`config.mk`:
```
export PLATFORM = sky130hd
export DESIGN_NAME = pc_sequencer_flat
export DESIGN_NICKNAME = d
export VERILOG_FILES = /design/src/rtl/pc_sequencer_pkg.sv /design/src/rtl/pc_sequencer_if.sv /design/src/rtl/pc_next_calc.sv /design/src/rtl/pc_sequencer.sv /design/src/flat_wrapper.sv
export SDC_FILE = /design/constraint.sdc
export NUM_CORES = 1
export LEC_CHECK = 0
export CORE_MARGIN = 10
export CORE_UTILIZATION = 50
export DETAILED_ROUTE_END_ITERATION = 7
export PLACE_DENSITY = 0.73
export SETUP_SLACK_MARGIN = 0.4
export SKIP_LAST_GASP = 1
export SLEW_MARGIN = 5
export SYNTH_ARGS = -nofsm -noshare
export SYNTH_HDL_FRONTEND = slang
export SYNTH_HIERARCHICAL = 1
export SYNTH_SLANG_ARGS = --single-unit
```
`constraint.sdc`:
```
create_clock -name clk -period 3.4 [get_ports clk]
set_clock_uncertainty 0.15 [all_clocks]
set_input_delay 0.34 -clock clk [delete_from_list [all_inputs] [get_ports clk]]
set_output_delay 0.34 -clock clk [all_outputs]
set_load 0.02 [all_outputs]
```
`src/rtl/pc_sequencer_pkg.sv`:
```
// rtl/pc_sequencer_pkg.sv - shared types and constants for the PC sequencer
//
// Purpose: holds the context state encoding, the PC width and the default
// BIOS entry address. The top level, its interface and pc_next_calc all use it.
// Ports: none (package).

package pc_sequencer_pkg;

    localparam int PC_WIDTH = 32;

    localparam logic [PC_WIDTH-1:0] BIOS_ENTRY_DEFAULT = 32'd0;

    typedef enum logic [1:0] {
        BIOS_RUN = 2'd0,
        TO_PROC  = 2'd1,
        PROC_RUN = 2'd2,
        TO_BIOS  = 2'd3
    } seq_state_t;

    // True when the fetch address must come from the process PC register.
    function automatic logic is_proc_context(input seq_state_t s);
        return (s == TO_PROC) || (s == PROC_RUN);
    endfunction

endpackage

```
`src/rtl/pc_sequencer_if.sv`:
```
// rtl/pc_sequencer_if.sv - control/status bundle between the core and the PC sequencer
//
// Purpose: groups the handshake and PC buses of pc_sequencer.
// Ports: none. The master modport is the side driving control (BIOS/core);
// the slave modport is the sequencer itself.
// Optional feature: PC_SEQ_SWITCH_COUNT_EN adds the 16-bit switch_count.

interface pc_sequencer_if;
    import pc_sequencer_pkg::*;

    logic                controll;
    logic                write_process_pc;
    logic [PC_WIDTH-1:0] new_pc_value;
    logic                done_inst;
    logic                branch_taken;
    logic [PC_WIDTH-1:0] branch_target;
    logic [PC_WIDTH-1:0] pc;
    logic                exec_mode;
    logic [PC_WIDTH-1:0] saved_pc;
    logic                switch_busy;
`ifdef PC_SEQ_SWITCH_COUNT_EN
    logic [15:0]         switch_count;
`endif

    modport master (
        output controll, write_process_pc, new_pc_value,
        output done_inst, branch_taken, branch_target,
        input  pc, exec_mode, saved_pc, switch_busy
`ifdef PC_SEQ_SWITCH_COUNT_EN
        , input switch_count
`endif
    );

    modport slave (
        input  controll, write_process_pc, new_pc_value,
        input  done_inst, branch_taken, branch_target,
        output pc, exec_mode, saved_pc, switch_busy
`ifdef PC_SEQ_SWITCH_COUNT_EN
        , output switch_count
`endif
    );

endinterface

```
`src/rtl/pc_next_calc.sv`:
```
// rtl/pc_next_calc.sv - next-PC select: branch target or sequential increment
//
// Purpose: combinational next-PC for one context register.
// Ports:
//   cur_pc        - current PC of the context
//   branch_taken  - retiring instruction redirects
//   branch_target - redirect address
//   next_pc       - branch_target if taken, else cur_pc+1 (wraps modulo 2^32)

module pc_next_calc
    import pc_sequencer_pkg::*;
(
    input  logic [PC_WIDTH-1:0] cur_pc,
    input  logic                branch_taken,
    input  logic [PC_WIDTH-1:0] branch_target,
    output logic [PC_WIDTH-1:0] next_pc
);

    assign next_pc = branch_taken ? branch_target : cur_pc + PC_WIDTH'(1);

endmodule

```
`src/rtl/pc_sequencer.sv`:
```
// rtl/pc_sequencer.sv - BIOS/process context PC sequencer with preemption
//
// Purpose: keeps separate BIOS and process PCs, switches between them at
// instruction boundaries through one-cycle transition states, and saves the
// process PC on preemption.
// Ports:
//   clk  - clock, all state on posedge
//   rst  - synchronous active-high reset
//   bus  - pc_sequencer_if.slave: controll, write_process_pc, new_pc_value,
//          done_inst, branch_taken, branch_target in; pc, exec_mode,
//          saved_pc, switch_busy (and switch_count) out, all registered
// Parameter: BIOS_ENTRY - BIOS restart address
// Optional feature: PC_SEQ_SWITCH_COUNT_EN adds a 16-bit wrapping count of
// entries into TO_BIOS.

module pc_sequencer
    import pc_sequencer_pkg::*;
#(
    parameter logic [PC_WIDTH-1:0] BIOS_ENTRY = BIOS_ENTRY_DEFAULT
) (
    input  logic           clk,
    input  logic           rst,
    pc_sequencer_if.slave  bus
);

    seq_state_t          state, state_nx;
    logic [PC_WIDTH-1:0] bios_pc, process_pc;
    logic [PC_WIDTH-1:0] bios_pc_nx, proc_pc_nx;
    logic [PC_WIDTH-1:0] bios_pc_adv, proc_pc_adv;
    logic [PC_WIDTH-1:0] saved_pc_q, pc_q;
    logic                exec_mode_q, switch_busy_q;

    pc_next_calc u_bios_next (
        .cur_pc        (bios_pc),
        .branch_taken  (bus.branch_taken),
        .branch_target (bus.branch_target),
        .next_pc       (bios_pc_adv)
    );

    pc_next_calc u_proc_next (
        .cur_pc        (process_pc),
        .branch_taken  (bus.branch_taken),
        .branch_target (bus.branch_target),
        .next_pc       (proc_pc_adv)
    );

    always_comb begin
        state_nx   = state;
        bios_pc_nx = bios_pc;
        proc_pc_nx = process_pc;
        case (state)
            BIOS_RUN: begin
                // A load in the launching cycle is what TO_PROC fetches from.
                if (bus.write_process_pc) proc_pc_nx = bus.new_pc_value;
                if (bus.done_inst) begin
                    bios_pc_nx = bios_pc_adv;
                    if (!bus.controll) state_nx = TO_PROC;
                end
            end
            TO_PROC: state_nx = PROC_RUN;
            PROC_RUN: begin
                // Preemption waits for the retiring instruction.
                if (bus.done_inst) begin
                    proc_pc_nx = proc_pc_adv;
                    if (bus.controll) state_nx = TO_BIOS;
                end
            end
            TO_BIOS: begin
                bios_pc_nx = BIOS_ENTRY;
                state_nx   = BIOS_RUN;
            end
            default: state_nx = BIOS_RUN;
        endcase
    end

    // Outputs are computed from next-state values so that the registered pc
    // always matches the register selected by the current state.
    always_ff @(posedge clk) begin
        if (rst) begin
            state         <= BIOS_RUN;
            bios_pc       <= BIOS_ENTRY;
            process_pc    <= '0;
            saved_pc_q    <= '0;
            pc_q          <= BIOS_ENTRY;
            exec_mode_q   <= 1'b0;
            switch_busy_q <= 1'b0;
        end else begin
            state         <= state_nx;
            bios_pc       <= bios_pc_nx;
            process_pc    <= proc_pc_nx;
            if (state == TO_BIOS) saved_pc_q <= process_pc;
            pc_q          <= is_proc_context(state_nx) ? proc_pc_nx : bios_pc_nx;
            exec_mode_q   <= is_proc_context(state_nx);
            switch_busy_q <= (state_nx == TO_PROC) || (state_nx == TO_BIOS);
        end
    end

    assign bus.pc          = pc_q;
    assign bus.exec_mode   = exec_mode_q;
    assign bus.saved_pc    = saved_pc_q;
    assign bus.switch_busy = switch_busy_q;

`ifdef PC_SEQ_SWITCH_COUNT_EN
    logic [15:0] switch_count_q;

    always_ff @(posedge clk) begin
        if (rst) begin
            switch_count_q <= '0;
        end else if (state == PROC_RUN && state_nx == TO_BIOS) begin
            switch_count_q <= switch_count_q + 16'd1;
        end
    end

    assign bus.switch_count = switch_count_q;
`endif

endmodule

```
`src/flat_wrapper.sv`:
```
// flat-port wrapper written by rule: the top's interface ports become plain ports
module pc_sequencer_flat import pc_sequencer_pkg::*;
#(
    parameter logic [PC_WIDTH-1:0] BIOS_ENTRY = BIOS_ENTRY_DEFAULT
)
  (clk, rst, bus_controll, bus_write_process_pc, bus_new_pc_value, bus_done_inst, bus_branch_taken, bus_branch_target, bus_pc, bus_exec_mode, bus_saved_pc, bus_switch_busy);
  pc_sequencer_if bus_i ();
  input  logic clk;
  input  logic rst;
  input wire logic [$bits(bus_i.controll)-1:0] bus_controll;
  input wire logic [$bits(bus_i.write_process_pc)-1:0] bus_write_process_pc;
  input wire logic [$bits(bus_i.new_pc_value)-1:0] bus_new_pc_value;
  input wire logic [$bits(bus_i.done_inst)-1:0] bus_done_inst;
  input wire logic [$bits(bus_i.branch_taken)-1:0] bus_branch_taken;
  input wire logic [$bits(bus_i.branch_target)-1:0] bus_branch_target;
  output wire logic [$bits(bus_i.pc)-1:0] bus_pc;
  output wire logic [$bits(bus_i.exec_mode)-1:0] bus_exec_mode;
  output wire logic [$bits(bus_i.saved_pc)-1:0] bus_saved_pc;
  output wire logic [$bits(bus_i.switch_busy)-1:0] bus_switch_busy;
  assign bus_i.controll = bus_controll;
  assign bus_i.write_process_pc = bus_write_process_pc;
  assign bus_i.new_pc_value = bus_new_pc_value;
  assign bus_i.done_inst = bus_done_inst;
  assign bus_i.branch_taken = bus_branch_taken;
  assign bus_i.branch_target = bus_branch_target;
  assign bus_pc = bus_i.pc;
  assign bus_exec_mode = bus_i.exec_mode;
  assign bus_saved_pc = bus_i.saved_pc;
  assign bus_switch_busy = bus_i.switch_busy;
  pc_sequencer #(.BIOS_ENTRY(BIOS_ENTRY)) u_core (.clk(clk), .rst(rst), .bus(bus_i));
endmodule
```
# Word level (Yosys, flattened, before mapping)
# Index checks and enable logic that the tools add are counted.
dict set report word_totals {
  ff_bits 132
  input_bits 70
  out_inout_bits 66
}
dict set report op_classes {
  n_reduce_logical 3
  add_sub_neg 2
  eq_ne 6
  muxes 13
}
# cell count
set op_table {}
lappend op_table {{$mux W32} 6}
lappend op_table {{$pmux W32 S2} 2}
lappend op_table {{$add A32 B1 Y32 const B} 2}
lappend op_table {{$eq A2 B2 Y1 const B} 4}
lappend op_table {{$mux W2} 4}
lappend op_table {{$pmux W2 S4} 1}
lappend op_table {{$eq A2 B1 Y1 const B} 2}
lappend op_table {{$logic_not A2 Y1} 1}
lappend op_table {{$logic_or A1 B1 Y1} 2}

# Depth between registers and ports, before layout
# Gate-level depths: netlist (run 1).
dict set report depth {
  ltp_word 6
  ltp_mapped 10
}

# Hierarchy
# The synthesis (run 1) kept the hierarchy.
# mod instances cells_per_inst area_per_inst_um2
set modules_own_cells {}
lappend modules_own_cells {pc_sequencer 1 556 5616.6}
lappend modules_own_cells {pc_next_calc 2 178 1044.8}

# Least setup slack after synthesis (run 1)
# Ideal clock, no wire load.
dict set report synth_timing {
  kind {reg-to-reg}
  startpoint {register u_core.process_pc[0]}
  endpoint {register u_core.pc_q[20] (netlist: u_core/bus.pc[20])}
  stages_incl_launch_ff 10
  setup_slack_ns 0.814
  arrival_ns 2.306
  path_cell_list {dfxtp_1 -> ha_1 -> and4_1 -> nand3_1 -> clkbuf_1 -> o31ai_1 -> a31oi_1 -> mux2_1 -> a222oi_1 -> a2bb2oi_2}
}
dict set report synth_between {
  elab_chain_len 5
}
# element line
set synth_lines {}
lappend synth_lines {{from (decl)} pc_sequencer.sv:27} ;# logic [PC_WIDTH-1:0] bios_pc, process_pc;
lappend synth_lines {{from (signal assigned)} pc_sequencer.sv:90} ;# process_pc <= proc_pc_nx;
lappend synth_lines {{$add A32 B1 Y32} pc_next_calc.sv:19} ;# assign next_pc = branch_taken ? branch_target : cur_pc + PC_WIDTH'(1);
lappend synth_lines {{$mux W32} pc_next_calc.sv:19}
lappend synth_lines {{net u_core.proc_pc_adv[20]} pc_sequencer.sv:29} ;# logic [PC_WIDTH-1:0] bios_pc_adv, proc_pc_adv;
lappend synth_lines {{$mux W32} pc_sequencer.sv:63} ;# if (bus.done_inst) begin
lappend synth_lines {{$pmux W32 S2} pc_sequencer.sv:51} ;# case (state)
lappend synth_lines {{$mux W32} pc_sequencer.sv:92} ;# pc_q <= is_proc_context(state_nx) ? proc_pc_nx : bios_pc_nx;
lappend synth_lines {{to (signal assigned)} pc_sequencer.sv:92}
lappend synth_lines {{to (decl)} pc_sequencer.sv:30} ;# logic [PC_WIDTH-1:0] saved_pc_q, pc_q;
# The timed path passes the listed nets, and every way through them passes these cells.
# A chain may end at the register's enable or synchronous reset.

# Worst setup path in the final report (run 1)
dict set report layout_timing {
  startpoint {register u_core.process_pc[0]}
  endpoint {register u_core.pc_q[26] (netlist: u_core/bus.pc[26])}
}
# Same word-level chain as after synthesis.

==> flow_metrics.tcl, run 1 <==
set metrics [dict create \
    run_status "finished, final reports clean" \
    antenna_cells 0 \
    syn_area_mm2 0.007706 \
    criticalPathCategory "reg -> reg" \
    die_h_um 144.1 \
    clk_path_buf_depth 2 \
    period_share_pct 86.95 \
    clk_pin_slew_ps 60 \
    cts_tree "yes" \
    async_reset_ff_share_pct 0 \
    antenna_left 0 \
    path_max_fanout 7 \
    min_period_ps 2956 \
    grt_pass1_wl_um 39760 \
    gp_congestion 0.8887 \
    synth-xor-area-share_pct 2.273 \
    seqPwrFrac_pct 34.3 \
    syn-num-nets 988 \
    yosys_warnings 6 \
    cellPowerDensity_mw_per_mm2 599.8 \
    intPower_mw 3.912 \
    fmax_mhz 338.3 \
    drive_gt1_share_pct 13.58 \
    die-area_mm2 0.02078 \
    drc 0 \
    io_pins 136 \
    swShare_pct 34.07 \
    root_buffer "clkbuf_16" \
    ys_seq_elements 131 \
    crit_arrival_ps 3100 \
    grt_setup_unrepaired "no" \
    grtUsageTotal_pct 24.47 \
    synth_edf_count 0 \
    fin_util_pct 65.30 \
    worstMarginPinSlew_ps 1102 \
    grt_pass1_vias 6954 \
    clock_latency_ps 430 \
    vdd_drop_max_mv 0.4472 \
    synth_flop_cell "dfxtp_1" \
    routed_wl_um 26340 \
    fin_tns_setup_ps 0 \
    first_iter_violations 1122 \
    grt-ovfl-total 0 \
    max_slew_margin_pct 26.53 \
    slew_viol_final 0 \
    worst_setup_path_end_kind "flip-flop" \
    setup_ws_ps 443.8 \
    io_buffers 135 \
    yosys.area_share.simple_pct 25.99 \
    cts_sinks 131 \
    max-cap-violations 0 \
    dp_slack_ps 370.8 \
    finalHoldViolCount 0 \
    yosys.cell_types.count 50 \
    synth_compound_area_share_pct 22.23 \
    place_hpwl_um 18100 \
    avgSynthCellArea_um2 8.450 \
    hp-class "reg -> reg" \
    stdcell_count 1226 \
    cts_hold_buf 0 \
    p_sw_mw 2.021 \
    fillers 1241 \
    h-tree-depth 4 \
    yosys.area_share.adder_pct 0.9742 \
    combPwrFrac_pct 32.2 \
    synth_top_family_by_area "simple AND/OR/NAND/NOR gates" \
    ys_seq_area_share_pct 34.03 \
    rows 45 \
    viasPerCell 6.383 \
    die_w_um 144.1 \
    vias 7826 \
    required_ps 3540 \
    cts_made_buffers 17 \
    wl_per_cell_um 21.48 \
    worstSetupStartpointType "flip-flop" \
    initial_utilization_pct 50.88 \
    coreArea_mm2 0.01515 \
    muxShareOfSynthArea_pct 9.417 \
    synth_cells 912 \
    power_frac_clock_pct 33.5 \
    leakagePower_nw 3.482 \
    dp.cells 1186 \
    setup_violations 0 \
    syn_to_final_growth_pct 28.35 \
    grt_antenna_before_repair 0 \
    fin_nets 1102 \
    grt_max_degree 65 \
    dr.pass1.iters 7 \
]
cell type report:
cell class / instances / area [µm²] / share of cell area [%]
inverters: 10 / 37.54 / 0.3795
flip-flops and latches: 131 / 2628 / 26.57
repair buffers: 171 / 1632 / 16.50
clock buffers: 19 / 452.9 / 4.579
clock inverters: 12 / 180.2 / 1.822
well taps: 188 / 235.2 / 2.378
multi-input cells: 695 / 4726 / 47.78
critical path, cell delays in order, from the launching register on:
cell       delay (ps)
dfxtp_1           440
ha_1              260
nand4_1           160
or4_1             620
o31ai_1           240
a31oi_1           110
mux2_2            270
a222oi_1          330
buf_4             190
a2bb2oi_1          50
sequential cells by signal (all words and copies together), names as in the netlist:
signal	flops
u_core/bus.exec_mode	1
u_core/state	2
u_core/bus.pc	32
u_core/bios_pc	32
u_core/process_pc	32
u_core/bus.saved_pc	32
cells by family after synthesis:
family,after synthesis
and+or+nand+nor,373
AOI/OAI and AO/OA,228
DFF,131
buffers and inverters,86
muxes,68
xor gates and xnor gates,20
adders and majority gates,6
final timing paths:
path	startpoint	end	slack (ps)	depth (start not counted)
worst max-delay path	u_core/process_pc[0]	u_core/bus.pc[26]	440	9
worst min-delay path	u_core/bus.saved_pc[3]	u_core/bus.saved_pc[3]	340	2
worst max register to register	u_core/process_pc[0]	u_core/bus.pc[26]	440	9
worst min register to register	u_core/bus.saved_pc[3]	u_core/bus.saved_pc[3]	340	2
routing by layer:
layer  share of wire (%)  vias up  wire length [µm]  global-route usage [%]
met2                  45      388             11930                   36.50
met4                 1.7        0               447                   6.436
met5                   0        -                 0                       0
li1                    -     3651                 -                       -
met3                 9.8       43              2594                   6.002
met1                  43     3744             11370                   34.37
power groups by stage:
stage          logic (mW)  clock network [mW]  registers, mW
6_report             1.91                1.99           2.04
5_1_grt              2.02                2.06           2.07
4_1_cts              1.87                1.99           2.03
3_5_place_dp         1.86                   0           2.05
3_3_place_gp         1.84                   0           2.05
2_1_floorplan       0.969                   0           2.17
metrics by stage:
stage,hold slack (ps),cell area (µm²),power [mW]
global placement,323.1,9154,3.892
finish,342.3,9891,5.933
floorplan,326.7,7706,3.139
global route,377.6,9891,6.153
CTS,348.7,9804,5.883
detailed placement,331.2,9154,3.907
timing repair:
action | in CTS | in global routing
setup buffers | 1 | 8
endpoints found under the setup margin | 5 | 19
resized for setup | 2 | 8
pin swaps | 1 | 7
synthesized netlist by cell type, types with 2 or more instances:
| library cell | n | share of area (%) |
|---|---|---|
| ha_1 | 6 | 0.97 |
| nand3b_1 | 2 | 0.19 |
| a222oi_1 | 31 | 4.0 |
| or4_1 | 38 | 3.7 |
| or3_1 | 8 | 0.65 |
| dfxtp_1 | 131 | 34 |
| mux2i_1 | 32 | 4.2 |
| clkinv_1 | 2 | 0.097 |
| inv_1 | 8 | 0.39 |
| a2bb2oi_2 | 21 | 4.1 |
| clkbuf_1 | 47 | 2.3 |
| or2_2 | 4 | 0.32 |
| o311ai_0 | 2 | 0.23 |
| and2_1 | 5 | 0.41 |
| nor2b_1 | 34 | 2.8 |
| nand3_1 | 26 | 1.7 |
| o21ai_0 | 60 | 3.9 |
| nor2_1 | 94 | 4.6 |
| a21oi_1 | 33 | 2.1 |
| a31oi_1 | 28 | 2.3 |
| and3b_1 | 32 | 3.6 |
| nor3_1 | 2 | 0.13 |
| and3_1 | 2 | 0.16 |
| a2bb2oi_1 | 11 | 1.3 |
| or3_2 | 2 | 0.19 |
| nand4_1 | 22 | 1.8 |
| xnor2_1 | 4 | 0.45 |
| mux2_1 | 8 | 1.2 |
| o31ai_1 | 22 | 2.1 |
| buf_6 | 5 | 0.73 |
| a22oi_1 | 2 | 0.19 |
| mux2_2 | 28 | 4.1 |
| o211ai_1 | 10 | 0.97 |
| nand3_2 | 2 | 0.26 |
| and3_2 | 2 | 0.19 |
| and4_1 | 8 | 0.91 |
| xor2_1 | 16 | 1.8 |
| nand2_1 | 89 | 4.3 |
| buf_2 | 22 | 1.4 |
cells in the final DEF (no fill, tap or decap), drive strengths merged, types with 6 or more instances in the layout:
cell type | netlist | routed
clkdlybuf4s50 | 0 | 132
dfxtp | 131 | 131
nor2 | 94 | 94
nand2 | 89 | 89
o21ai | 60 | 60
buf | 29 | 39
or4 | 38 | 38
mux2 | 36 | 36
a21oi | 35 | 35
nor2b | 34 | 34
and3b | 32 | 32
mux2i | 32 | 32
a2bb2oi | 32 | 32
a222oi | 31 | 31
a31oi | 28 | 28
nand3 | 28 | 28
nand4 | 22 | 22
o31ai | 22 | 22
clkbuf | 47 | 19
xor2 | 16 | 16
o211ai | 10 | 10
or3 | 10 | 10
inv | 8 | 9
and4 | 8 | 8
clkinv | 2 | 7
ha | 6 | 6
No activity file was read; power rests on OpenSTA's default activity.
==> inputs of run 2 (changes only) <==
Settings changed: GPL_TIMING_DRIVEN set to 0.
==> run 2 against run 1 <==
  * The run now ends with design-rule violations left
  * Final cell count increased by 4.5%
  * Largest cell class unchanged
  * First-iteration DRC count increased by 14%
  * Sequential share of layout area decreased by 0.44 points
  * Critical endpoint unchanged
  * Non-clock buffer count increased by 55
  * Critical path depth unchanged
  * Highest routed layer is now met5
  * Clock power decreased by 6%
==> flow_metrics.tcl, run 2 (synthesis results as in run 1) <==
set metrics [dict create \
    fmax_mhz 342.9 \
    grt_max_degree 17 \
    cellPowerDensity_mw_per_mm2 584.7 \
    cts_tree "yes" \
    r2r_start "u_core/bios_pc[1]" \
    hold_end "u_core/bus.saved_pc[10]" \
    first_iter_violations 1282 \
    initial_utilization_pct 50.88 \
    required_ps 3600 \
    grt_setup_unrepaired "yes" \
    final_area_mm2 0.01009 \
    grt_pass1_vias 7404 \
    vias 7984 \
    wl_per_cell_um 21.36 \
    routed_wl_um 27360 \
    min_period_ps 2916 \
    dr.pass1.iters 8 \
    finalHoldViolCount 0 \
    period_share_pct 85.77 \
    criticalPathCategory "reg -> reg" \
    critical-path-max-stage-delay_ps 600 \
    io_pins 136 \
    violations "design-rule violations" \
    syn_to_final_growth_pct 30.95 \
    die_h_um 144.1 \
    clock_latency_ps 420 \
    hp-class "reg -> reg" \
    worstSetupStartpointType "flip-flop" \
    grt-ovfl-total 0 \
    stdcell_count 1281 \
    rr_endpoint "u_core/bus.pc[26]" \
    worstHoldPathCells 2 \
    drive_gt1_share_pct 15.46 \
    die_w_um 144.1 \
    r2r_cells 9 \
    vdd_drop_max_mv 0.3812 \
    antenna_left 0 \
    final_common_cell "clkdlybuf4s50_1" \
    max-cap-violations 0 \
    dp.cells 1234 \
    h-tree-depth 4 \
    crit_arrival_ps 3120 \
    run_status "complete, but fails checks" \
    leakagePower_nw 3.566 \
    clk_path_buf_depth 2 \
    place_hpwl_um 20230 \
    die-area_mm2 0.02078 \
    viasPerCell 6.233 \
    io_buffers 134 \
    coreArea_mm2 0.01515 \
    slowest_stage "or4_4" \
    cts_sinks 131 \
    cts_made_buffers 17 \
    root_buffer "clkbuf_16" \
    ff2ff_setup_slack_ps 480 \
    grtUsageTotal_pct 25.58 \
    grt_antenna_before_repair 1 \
    antenna_cells 0 \
    fin_nets 1157 \
    path_max_fanout 5 \
    clk_pin_slew_ps 60 \
    path_cells "ha_2, nand4_1, or4_4, or4_1, a31oi_1, and3b_1, o21ai_0, a21oi_2, a2bb2oi_2" \
    cp_top_family "simple AND/OR/NAND/NOR gates" \
    grt_pass1_wl_um 41460 \
    placed_cell_area_mm2 0.009283 \
    drc 1 \
    crit_path_start "u_core/bios_pc[1]" \
    slew_viol_final 0 \
    setup_violations 0 \
    worst_setup_path_end_kind "flip-flop" \
    worstMarginPinSlew_ps 731.7 \
    cts_hold_buf 0 \
    max_slew_margin_pct 51.22 \
    rows 45 \
    final_cell_mix "clkdlybuf4s50_1, dfxtp_1, nor2_1" \
    gp_congestion 0.9764 \
    hold_start "u_core/bus.saved_pc[10]" \
    crit_buf_inv 0 \
]
run 2: cell types whose count changed in the layout (fill, tap and decap cells not counted), moves of 4 or more:
cell      delta
a21oi_1      -7
dfxtp_1      -7
dfxtp_2      +7
buf_2       +19
clkbuf_1    +42
nand3_2      +4
buf_6        +5
clkbuf_2     +4
buf_4       -16
a21oi_2      +7
run 2: how the worst max path moves through the flow:
stage                              to  slack (ps)  depth (start not counted)
floorplan           u_core/bus.pc[20]         810                          9
global placement    u_core/bus.pc[14]         -70                          8
detailed placement  u_core/bus.pc[12]        -100                          7
CTS                 u_core/bus.pc[26]         420                          9
global route        u_core/bus.pc[26]         360                          9
finish              u_core/bus.pc[26]         480                          9
run 2: worst reg2reg max path: stages (launching register included):
cell and delay [ps]:
dfxtp_1 400, ha_2 240, nand4_1 170, or4_4 600, or4_1 430, a31oi_1 170
and3b_1 160, o21ai_0 100, a21oi_2 270, a2bb2oi_2 180
run 2: where the power goes:
part           leakage [nW]  switching, mW  internal (mW)
registers              1.08          0.221           1.79
logic                  2.20           1.10          0.901
clock network         0.285          0.714           1.17
total                  3.57           2.04           3.86
run 2: what timing repair did:
item,CTS,global route
setup endpoints to repair,28,39
gates resized for setup,8,33
pin swaps,12,3
cloned,0,0
buffers inserted,14,2
run 2: cell type report:
cell class                 count  area [µm²]
tap                          188       235.2
clock buffer                  19       442.9
buffer                        76       366.6
clock inverter                12       157.7
sequential                   131        2636
inverter                      10       37.54
timing repair buffer         150        1460
multi-input combinational    695        4755
fill                        1287        5055
run 2: metrics by stage:
step / total power, mW / hold slack [ps] / setup slack [ps] / setup TNS [ps] / util (%)
floorplan: 3.139 / 326.7 / 814.2 / 0 / -
global route: 6.128 / 368.5 / 362.5 / 0 / 66.63
detailed placement: 3.919 / 333.9 / -95.81 / -516.1 / 61.29
global placement: 3.908 / 322.2 / -65.90 / -265.2 / 61.29
CTS: 5.857 / 317.9 / 418.7 / 0 / 66.03
finish: 5.900 / 344.6 / 483.7 / 0 / 66.63
run 2: per-layer routing:
layer  routed length [µm]  vias up  global-route usage (%)
met3                 2654       47                   5.477
li1                     -     3747                       -
met4                  546        2                   7.394
met2                12530      471                   40.34
met1                11610     3717                   34.40
met5                   15        -                       0
